[config.mk]
export PLATFORM = sky130hd
export DESIGN_NAME = online_otf_converter
export DESIGN_NICKNAME = d
export VERILOG_FILES = /design/src/rtl/online_otf_converter_pkg.sv /design/src/rtl/otfc_digit_step.sv /design/src/rtl/online_otf_converter.sv
export SDC_FILE = /design/constraint.sdc
export NUM_CORES = 1
export LEC_CHECK = 0
export ABC_AREA = 1
export CELL_PAD_IN_SITES_DETAIL_PLACEMENT = 0
export CELL_PAD_IN_SITES_GLOBAL_PLACEMENT = 1
export CORE_ASPECT_RATIO = 1.75
export CORE_MARGIN = 5
export CORE_UTILIZATION = 35
export DETAILED_ROUTE_END_ITERATION = 8
export PLACE_DENSITY_LB_ADDON = 0.1
export SLEW_MARGIN = 10
export SYNTH_ARGS = -nofsm -noshare
export SYNTH_HDL_FRONTEND = slang
export SYNTH_SLANG_ARGS = --single-unit
[constraint.sdc]
create_clock -name clk -period 1.6 [get_ports clk]
set_clock_uncertainty 0.2 [all_clocks]
set_input_delay 0.32 -clock clk [delete_from_list [all_inputs] [get_ports clk]]
set_output_delay 0.32 -clock clk [all_outputs]
set_load 0.01 [all_outputs]
[src/rtl/online_otf_converter_pkg.sv]
// rtl/online_otf_converter_pkg.sv - digit codes and FSM state encoding for the on-the-fly converter
package online_otf_converter_pkg;

  localparam logic [1:0] DIGIT_POS  = 2'b10;
  localparam logic [1:0] DIGIT_NEG  = 2'b01;
  localparam logic [1:0] DIGIT_ZERO = 2'b00;
  localparam logic [1:0] DIGIT_ILL  = 2'b11;

  typedef enum logic [1:0] {
    ST_IDLE = 2'd0,
    ST_CONV = 2'd1,
    ST_DONE = 2'd2
  } otfc_state_t;

endpackage

[src/rtl/otfc_digit_step.sv]
// rtl/otfc_digit_step.sv - one on-the-fly conversion step: (Q, QM, d) -> (Q', QM')
module otfc_digit_step
  import online_otf_converter_pkg::*;
#(
  parameter int W = 17
) (
  input  logic [W-1:0] q,
  input  logic [W-1:0] qm,
  input  logic [1:0]   d,
  output logic [W-1:0] q_next,
  output logic [W-1:0] qm_next,
  output logic         illegal
);

  // Illegal 11 digits fall into the default arm and behave as a zero digit.
  always_comb begin
    q_next  = {q[W-2:0], 1'b0};
    qm_next = {qm[W-2:0], 1'b1};
    case (d)
      DIGIT_POS: begin
        q_next  = {q[W-2:0], 1'b1};
        qm_next = {q[W-2:0], 1'b0};
      end
      DIGIT_NEG: begin
        q_next  = {qm[W-2:0], 1'b1};
        qm_next = {qm[W-2:0], 1'b0};
      end
      default: begin
        q_next  = {q[W-2:0], 1'b0};
        qm_next = {qm[W-2:0], 1'b1};
      end
    endcase
  end

  assign illegal = (d == DIGIT_ILL);

endmodule

[src/rtl/online_otf_converter.sv]
// rtl/online_otf_converter.sv - MSD-first signed-digit to two's-complement fraction converter
module online_otf_converter
  import online_otf_converter_pkg::*;
#(
  parameter int DIGIT_NUM  = 16,
  parameter int ADDR_WIDTH = 7
) (
  input  logic                  clk,
  input  logic                  asyn_reset,
  input  logic                  start,
  input  logic                  digit_valid,
  input  logic [1:0]            p_value,
  output logic                  busy,
  output logic [ADDR_WIDTH-1:0] rd_addr,
  output logic [DIGIT_NUM:0]    q_value,
  output logic                  q_valid,
  output logic                  digit_err
);

  localparam int W = DIGIT_NUM + 1;
  localparam logic [ADDR_WIDTH-1:0] LAST_CNT = ADDR_WIDTH'(DIGIT_NUM);

  otfc_state_t           state_q, state_d;
  logic [W-1:0]          q_q, q_d;
  logic [W-1:0]          qm_q, qm_d;
  logic [ADDR_WIDTH-1:0] cnt_q, cnt_d;
  logic                  err_q, err_d;
  logic [W-1:0]          q_value_q, q_value_d;
  logic                  q_valid_q, q_valid_d;

  logic [W-1:0]          base_q, base_qm;
  logic [ADDR_WIDTH-1:0] base_cnt, cnt_inc;
  logic                  base_err;
  logic                  accept;
  logic [W-1:0]          step_q, step_qm;
  logic                  step_ill;

  // start re-seeds the working registers so a digit in the same cycle becomes digit 1.
  assign base_q   = start ? '0 : q_q;
  assign base_qm  = start ? '1 : qm_q;
  assign base_cnt = start ? '0 : cnt_q;
  assign base_err = start ? 1'b0 : err_q;
  assign cnt_inc  = base_cnt + 1'b1;
  assign accept   = digit_valid && (start || (state_q == ST_CONV));

  otfc_digit_step #(.W(W)) u_step (
    .q       (base_q),
    .qm      (base_qm),
    .d       (p_value),
    .q_next  (step_q),
    .qm_next (step_qm),
    .illegal (step_ill)
  );

  always_comb begin
    state_d   = state_q;
    q_d       = base_q;
    qm_d      = base_qm;
    cnt_d     = base_cnt;
    err_d     = base_err;
    q_value_d = q_value_q;
    q_valid_d = 1'b0;

    if (start) begin
      state_d = ST_CONV;
    end

    if (accept) begin
      q_d   = step_q;
      qm_d  = step_qm;
      cnt_d = cnt_inc;
      err_d = base_err | step_ill;
      if (cnt_inc == LAST_CNT) begin
        state_d   = ST_DONE;
        q_value_d = step_q;
        q_valid_d = 1'b1;
      end
    end
  end

  always_ff @(posedge clk or negedge asyn_reset) begin
    if (!asyn_reset) begin
      state_q   <= ST_IDLE;
      q_q       <= '0;
      qm_q      <= '1;
      cnt_q     <= '0;
      err_q     <= 1'b0;
      q_value_q <= '0;
      q_valid_q <= 1'b0;
    end else begin
      state_q   <= state_d;
      q_q       <= q_d;
      qm_q      <= qm_d;
      cnt_q     <= cnt_d;
      err_q     <= err_d;
      q_value_q <= q_value_d;
      q_valid_q <= q_valid_d;
    end
  end

  assign busy      = (state_q == ST_CONV);
  assign rd_addr   = cnt_q;
  assign q_value   = q_value_q;
  assign q_valid   = q_valid_q;
  assign digit_err = err_q;

endmodule

==> metrics.yaml, run 1 <==
placed_design:
  gp_congestion: 0.788
  dp_hpwl_um: 6280
  port-buffer-count: 32
  place_ws_ns: -0.595
synthesis:
  synth_edf_count: 0
  ys_ff_latch: 60
  syn_area_sq_um: 3020
  synth_common_cells: "nand2_1 (81), dfrtp_1 (44), o21ai_0 (39)"
  synth_ff_type: "dfrtp_1"
  ys_async_sr_fraction: 1.00
  syn_inst: 358
  synth.distinct_cells: 30
  synth_top_area_frac: 0.365
  syn_area_per_cell_sq_um: 8.44
  synth_top_cell_by_area: "dfrtp_1"
  yosysMostFrequentCell: "nand2_1"
  netlist_top_cells_area: "dfrtp_1 (36%), dfstp_2 (14%), nand2_1 (10%)"
  seq_area_frac_synth: 0.504
  synth_nets: 367
  yosysWarnings: 0
power_and_ir_drop:
  power_leakage_nw: 2.18
  peakVddDrop_v: 0.000561
  p_total_mw: 4.63
  power_density_nw_per_um2: 952
timing:
  slew_headroom: 0.777
  drv_slew: 0
  hold_slack_ns: 0.211
  timing_worst_slew_pin_value_ns: 0.334
  setup_viol: 0
  fin_crit_sh: 0.979
  finalCriticalPeriod_ns: 1.57
  finalHoldViolCount: 0
  max_freq_ghz: 0.638
  worst_slack_ns: 0.0336
  rsz0062_at_grt: "true"
clock_network:
  cts_tree: "done"
  clk_pin_slew_worst_paths_ns: 0.05
  cts.sinks: 60
  htreeDepth: 3
  clock_latency_ns: 0.33
  numCtsBuffers: 9
  cts_root_buffer: "clkbuf_16"
  clk_path_buf_depth: 2
detailed_routing:
  viasPerCell: 4.78
  drc: 0
  drtIter0Drc: 121
  firstDrtPassIters: 4
  vias: 2781
  drtAntennaViolNets: 0
  wl_um: 9210
  wl_per_cell_um: 15.8
finish:
  syn2layout_area_growth_pct: 60.9
  diodes: 0
  layout-drive-gt1-share: 0.357
  fillers: 817
  fin_util: 0.568
  fin_nets: 469
status:
  status: "finished clean"
global_route:
  grt_first_pass_wirelength_um: 15500
  grt_pass1_vias: 3084
  antenna_found_initial: 0
  overflow: 0
  grt_max_degree: 61
  grt_usage: 0.192
floorplan:
  coreArea_sq_um: 8560
  dieArea_sq_um: 10700
  rows: 45
  die_h_um: 133
  start_util: 0.353
  ios: 33
  die_w_um: 80.2
run:
  drv_cap: 0
setup_path:
  worstPathMaxFanout: 8
  arrival_ns: 1.63
  critPathLaunchType: "register"
  path_class: "reg -> reg"
  endpoint_kind: "register"
  crit_required_ns: 1.67
worst_hold_path:
  hp-class: "in -> reg"
==> registers in the layout, indices dropped and copies added (netlist names) <==
register	count
rd_addr	7
q_q	16
state_q	2
q_valid	1
digit_err	1
qm_q	16
q_value	17
==> timing repair <==
action                                 CTS  global route
endpoints found under the hold margin   44             0
gates resized for setup                 66            26
buffers inserted                        12             1
setup endpoints to repair               86            52
cloned                                   4             1
pin swaps                               12            16
hold buffers                             1             0
==> critical path, cell delays in order (launching register included) <==
cell,delay (ns)
dfrtp_1,0.40
o21ai_2,0.13
nand2_2,0.11
buf_12,0.16
nor2_4,0.14
buf_12,0.13
buf_16,0.12
nand2_1,0.05
nand2_1,0.06
==> worst paths after layout <==
path,from,to,slack [ns],depth (start not counted)
min in group asynchronous,asyn_reset,digit_err,0.34,3
max in group asynchronous,asyn_reset,qm_q[9],0.53,3
max,state_q[1],q_value[5],0.03,8
min reg2reg,digit_err,digit_err,0.31,1
max reg2reg,state_q[1],q_value[5],0.03,8
min,p_value[1],digit_err,0.21,3
==> power by group <==
part / total (mW) / leakage (nW) / internal, mW / switching, mW
sequential: 1.67 / 0.678 / 1.64 / 0.0293
combinational: 0.729 / 1.34 / 0.343 / 0.387
clock: 2.23 / 0.167 / 1.55 / 0.674
total: 4.63 / 2.18 / 3.54 / 1.09
==> routing by layer <==
metal | wire, um | vias to the layer above | global-route usage
li1 | - | 1400 | -
met5 | 0 | - | 0
met4 | 269 | 0 | 0.0949
met3 | 220 | 19 | 0.0313
met1 | 3520 | 1324 | 0.209
met2 | 5200 | 38 | 0.349
==> kinds of logic (layout without fill, tap and decap cells) <==
group | count (synthesis) | in the layout | share of synthesized area
and+or+nand+nor | 133 | 133 | 0.186
AOI/OAI and AO/OA | 103 | 103 | 0.205
DFF | 60 | 60 | 0.504
buffers and inverters | 56 | 163 | 0.0841
adders and majority gates | 3 | 3 | 0.0124
xor gates and xnor gates | 3 | 3 | 0.00870
==> layout by cell type (no fill, tap or decap), types with 8 or more instances in the layout <==
cell,Yosys,layout
o21ai_1,9,19
a21oi_1,17,17
dfstp_2,16,16
o21ai_0,39,28
o21bai_1,10,10
inv_1,29,27
dfrtp_1,44,44
dlygate4sd2_1,0,25
buf_4,4,54
nand2_2,1,10
buf_12,0,17
o22ai_2,0,8
nor2_1,24,22
clkbuf_16,0,10
nor3_1,15,15
nand2_1,81,69
==> area by class of cell <==
class | instances | area, sq um | area share
clock buffers | 11 | 243 | 0.0499
clock inverters | 5 | 98.8 | 0.0203
inverters | 32 | 125 | 0.0257
multi-input cells | 242 | 1500 | 0.308
flip-flops and latches | 60 | 1520 | 0.313
well taps | 117 | 146 | 0.0301
repair buffers | 115 | 1230 | 0.253
==> through the flow <==
stage                     cell area [sq um]   TNS (ns)  std cells
after floorplan                        3150  -0.000358        358
after global placement                 4100     -29.98        548
after detailed placement               4100     -30.92        548
after CTS                              4790   -0.00439        581
after global routing                   4860     -0.905        582
final                                  4860          0        582
Power figures use the tool's default switching activity.
==> inputs of run 2 (changes only) <==
- SETUP_SLACK_MARGIN: not set -> 0.1
- SYNTH_HIERARCHICAL: not set -> 1
==> metrics.yaml, run 2 <==
timing:
  rsz0062_at_grt: "true"
  max_freq_ghz: 0.625  # -2.1%
  hold_slack_ns: 0.313  # +0.102 ns
  worst_slack_ns: -0.000350  # -0.0339 ns
  setup_viol: 1  # +1
  finalHoldViolCount: 0  # unchanged
  timing_worst_slew_pin_value_ns: 0.336  # +0.00214 ns
  drv_slew: 0  # unchanged
  slew_headroom: 0.776  # -0.00143
  fin_crit_sh: 1.00  # +0.0212
  finalCriticalPeriod_ns: 1.60  # +0.0339 ns
finish:
  fin_nets: 584  # +25%
  fillers: 939  # +15%
  multi_input_area_sq_um: 2030  # +35%
  fin_area_sq_um: 5440  # +12%
  final_cell_mix: "nand2_1 (182), nand2_2 (61), dfrtp_1 (43), buf_4 (43), inv_1 (36)"
  layout-drive-gt1-share: 0.455  # +0.0982
  register_area_sq_um: 1520  # about the same
  largest_register_ffs: 17  # unchanged
  diodes: 0  # unchanged
  final_common_cell: "nand2_1"
  syn2layout_area_growth_pct: 58.0
detailed_routing:
  firstDrtPassIters: 4  # unchanged
  wl_um: 9770  # +6.1%
  drtIter0Drc: 103  # -15%
  drc: 0  # unchanged
  drtAntennaViolNets: 0  # unchanged
  viasPerCell: 4.52  # -5.4%
  wl_per_cell_um: 13.9  # -12%
  vias: 3186  # +15%
clock_network:
  numCtsBuffers: 9  # unchanged
  htreeDepth: 3  # unchanged
  clk_pin_slew_worst_paths_ns: 0.05  # about the same
  clock_latency_ns: 0.33  # about the same
  cts.sinks: 60  # unchanged
  cts_tree: "done"
  clk_path_buf_depth: 2  # unchanged
  cts_root_buffer: "clkbuf_16"
global_route:
  grt_max_degree: 61  # unchanged
  antenna_found_initial: 0  # unchanged
  grt_pass1_vias: 3071  # -0.42%
  busiest_layer: "met2"
  grt_util_met1: 0.199  # -0.00976
  met3_usage: 0.0251  # -0.00619
  grt_first_pass_wirelength_um: 15500  # about the same
  grtUsageMet2: 0.288  # -0.0606
  grt_usage: 0.164  # -0.0281
  overflow: 0  # unchanged
setup_path:
  worstPathMaxFanout: 2  # -6
  path_buf_inv: 3  # unchanged
  critPathLaunchType: "register"
  endpoint_kind: "output port"
  crit_required_ns: 1.08  # -0.59 ns
  cp_slowest_cell: "dfrtp_1"
  crit_top_cell: "buf_4"
  crit_path_max_incr_delay_ns: 0.39  # about the same
  path_cells: "buf_4 > buf_6 > buf_4"
  path_class: "reg -> out"
  critical_path.top_delay_family: "flip-flops"
  arrival_ns: 1.08  # -0.55 ns
floorplan:
  start_util: 0.354  # +0.00111
  die_w_um: 85.0  # +5.9%
  die_h_um: 141  # +6.3%
  coreArea_sq_um: 9730  # +14%
  ios: 33  # unchanged
  dieArea_sq_um: 12000  # +13%
  rows: 48  # +6.7%
status:
  violations: "negative setup slack"
  status: "finished, violations left"
placed_design:
  port-buffer-count: 32  # unchanged
  dp_hpwl_um: 5720  # -8.8%
  gp_congestion: 0.749  # -4.9%
  place_ws_ns: -0.558  # +0.0365 ns
  placed_area_sq_um: 4230  # +3.0%
power_and_ir_drop:
  p_sw_frac: 0.265  # +0.0297
  p_comb_frac: 0.214  # +0.056
  p_sw_mw: 1.22  # +12%
  seq_power_share: 0.361  # about the same
  p_int_mw: 3.39  # -4.1%
  power_leakage_nw: 2.87  # +32%
  p_total_mw: 4.62  # -0.25%
  power_frac_clock: 0.425  # -0.056
  peakVddDrop_v: 0.000515  # -8.3%
  power_density_nw_per_um2: 848  # -11%
synthesis:
  syn_area_per_cell_sq_um: 7.27  # -14%
  synth_nets: 483  # +32%
  syn_area_sq_um: 3440  # +14%
  yosysWarnings: 6  # +6
  syn_inst: 474  # +32%
run:
  drv_cap: 0  # unchanged
worst_hold_path:
  hp-class: "reg -> reg"
run 2: power groups by stage:
stage	Clock (mW)	Sequential [mW]	Combinational, mW
3_3_place_gp	0	1.69	0.645
2_1_floorplan	0	1.69	0.380
4_1_cts	2.02	1.66	0.800
6_report	1.96	1.67	0.989
5_1_grt	2.08	1.67	1.08
3_5_place_dp	0	1.69	0.646
run 2: per-layer routing:
metal / share of wire / routed length, um
met5: 0 / 0
met4: 0.015 / 144
met2: 0.54 / 5290
met1: 0.42 / 4110
met3: 0.023 / 229
run 2: path summary, 6_finish.rpt:
check	startpoint	endpoint	slack, ns	cells past startpoint
setup / recovery	rd_addr[0]	rd_addr[0]	-0.0004	3
hold / removal	digit_err	digit_err	0.31	1
setup reg to reg	rd_addr[0]	q_value[9]	0.01	8
hold reg to reg	digit_err	digit_err	0.31	1
max in group asynchronous	asyn_reset	qm_q[9]	0.54	3
min in group asynchronous	asyn_reset	digit_err	0.33	3
run 2: layout make-up:
type | instances | share of cell area
clock buffers | 12 | 0.0471
clock inverters | 4 | 0.00874
inverters | 42 | 0.0317
multi-input cells | 346 | 0.372
repair buffers | 115 | 0.230
repair inverters | 1 | 0.00115
flip-flops and latches | 60 | 0.280
well taps | 125 | 0.0287
run 2: worst register-to-register path, delay by kind of cell, from the launching register on:
kind          cells  cell delay, ns
buf+inv           2            0.25
flops             1            0.36
simple gates      6            0.71
run 2: repair_timing:
item                                   in CTS  in global routing
resized for setup                         123                132
pin swaps                                  17                 32
setup buffers                              18                  4
endpoints found under the hold margin      44                  0
hold buffers                                1                  0
setup endpoints to repair                  87                 67
gates cloned                                5                  3
run 2: through the flow:
stage / setup TNS (ns) / instances / util
2_1_floorplan: 0 / 474 / -
3_3_place_gp: -28.42 / 658 / 0.434
3_5_place_dp: -28.45 / 658 / 0.434
4_1_cts: -0.514 / 698 / 0.510
5_1_grt: -1.41 / 705 / 0.559
6_report: -0.000350 / 705 / 0.559
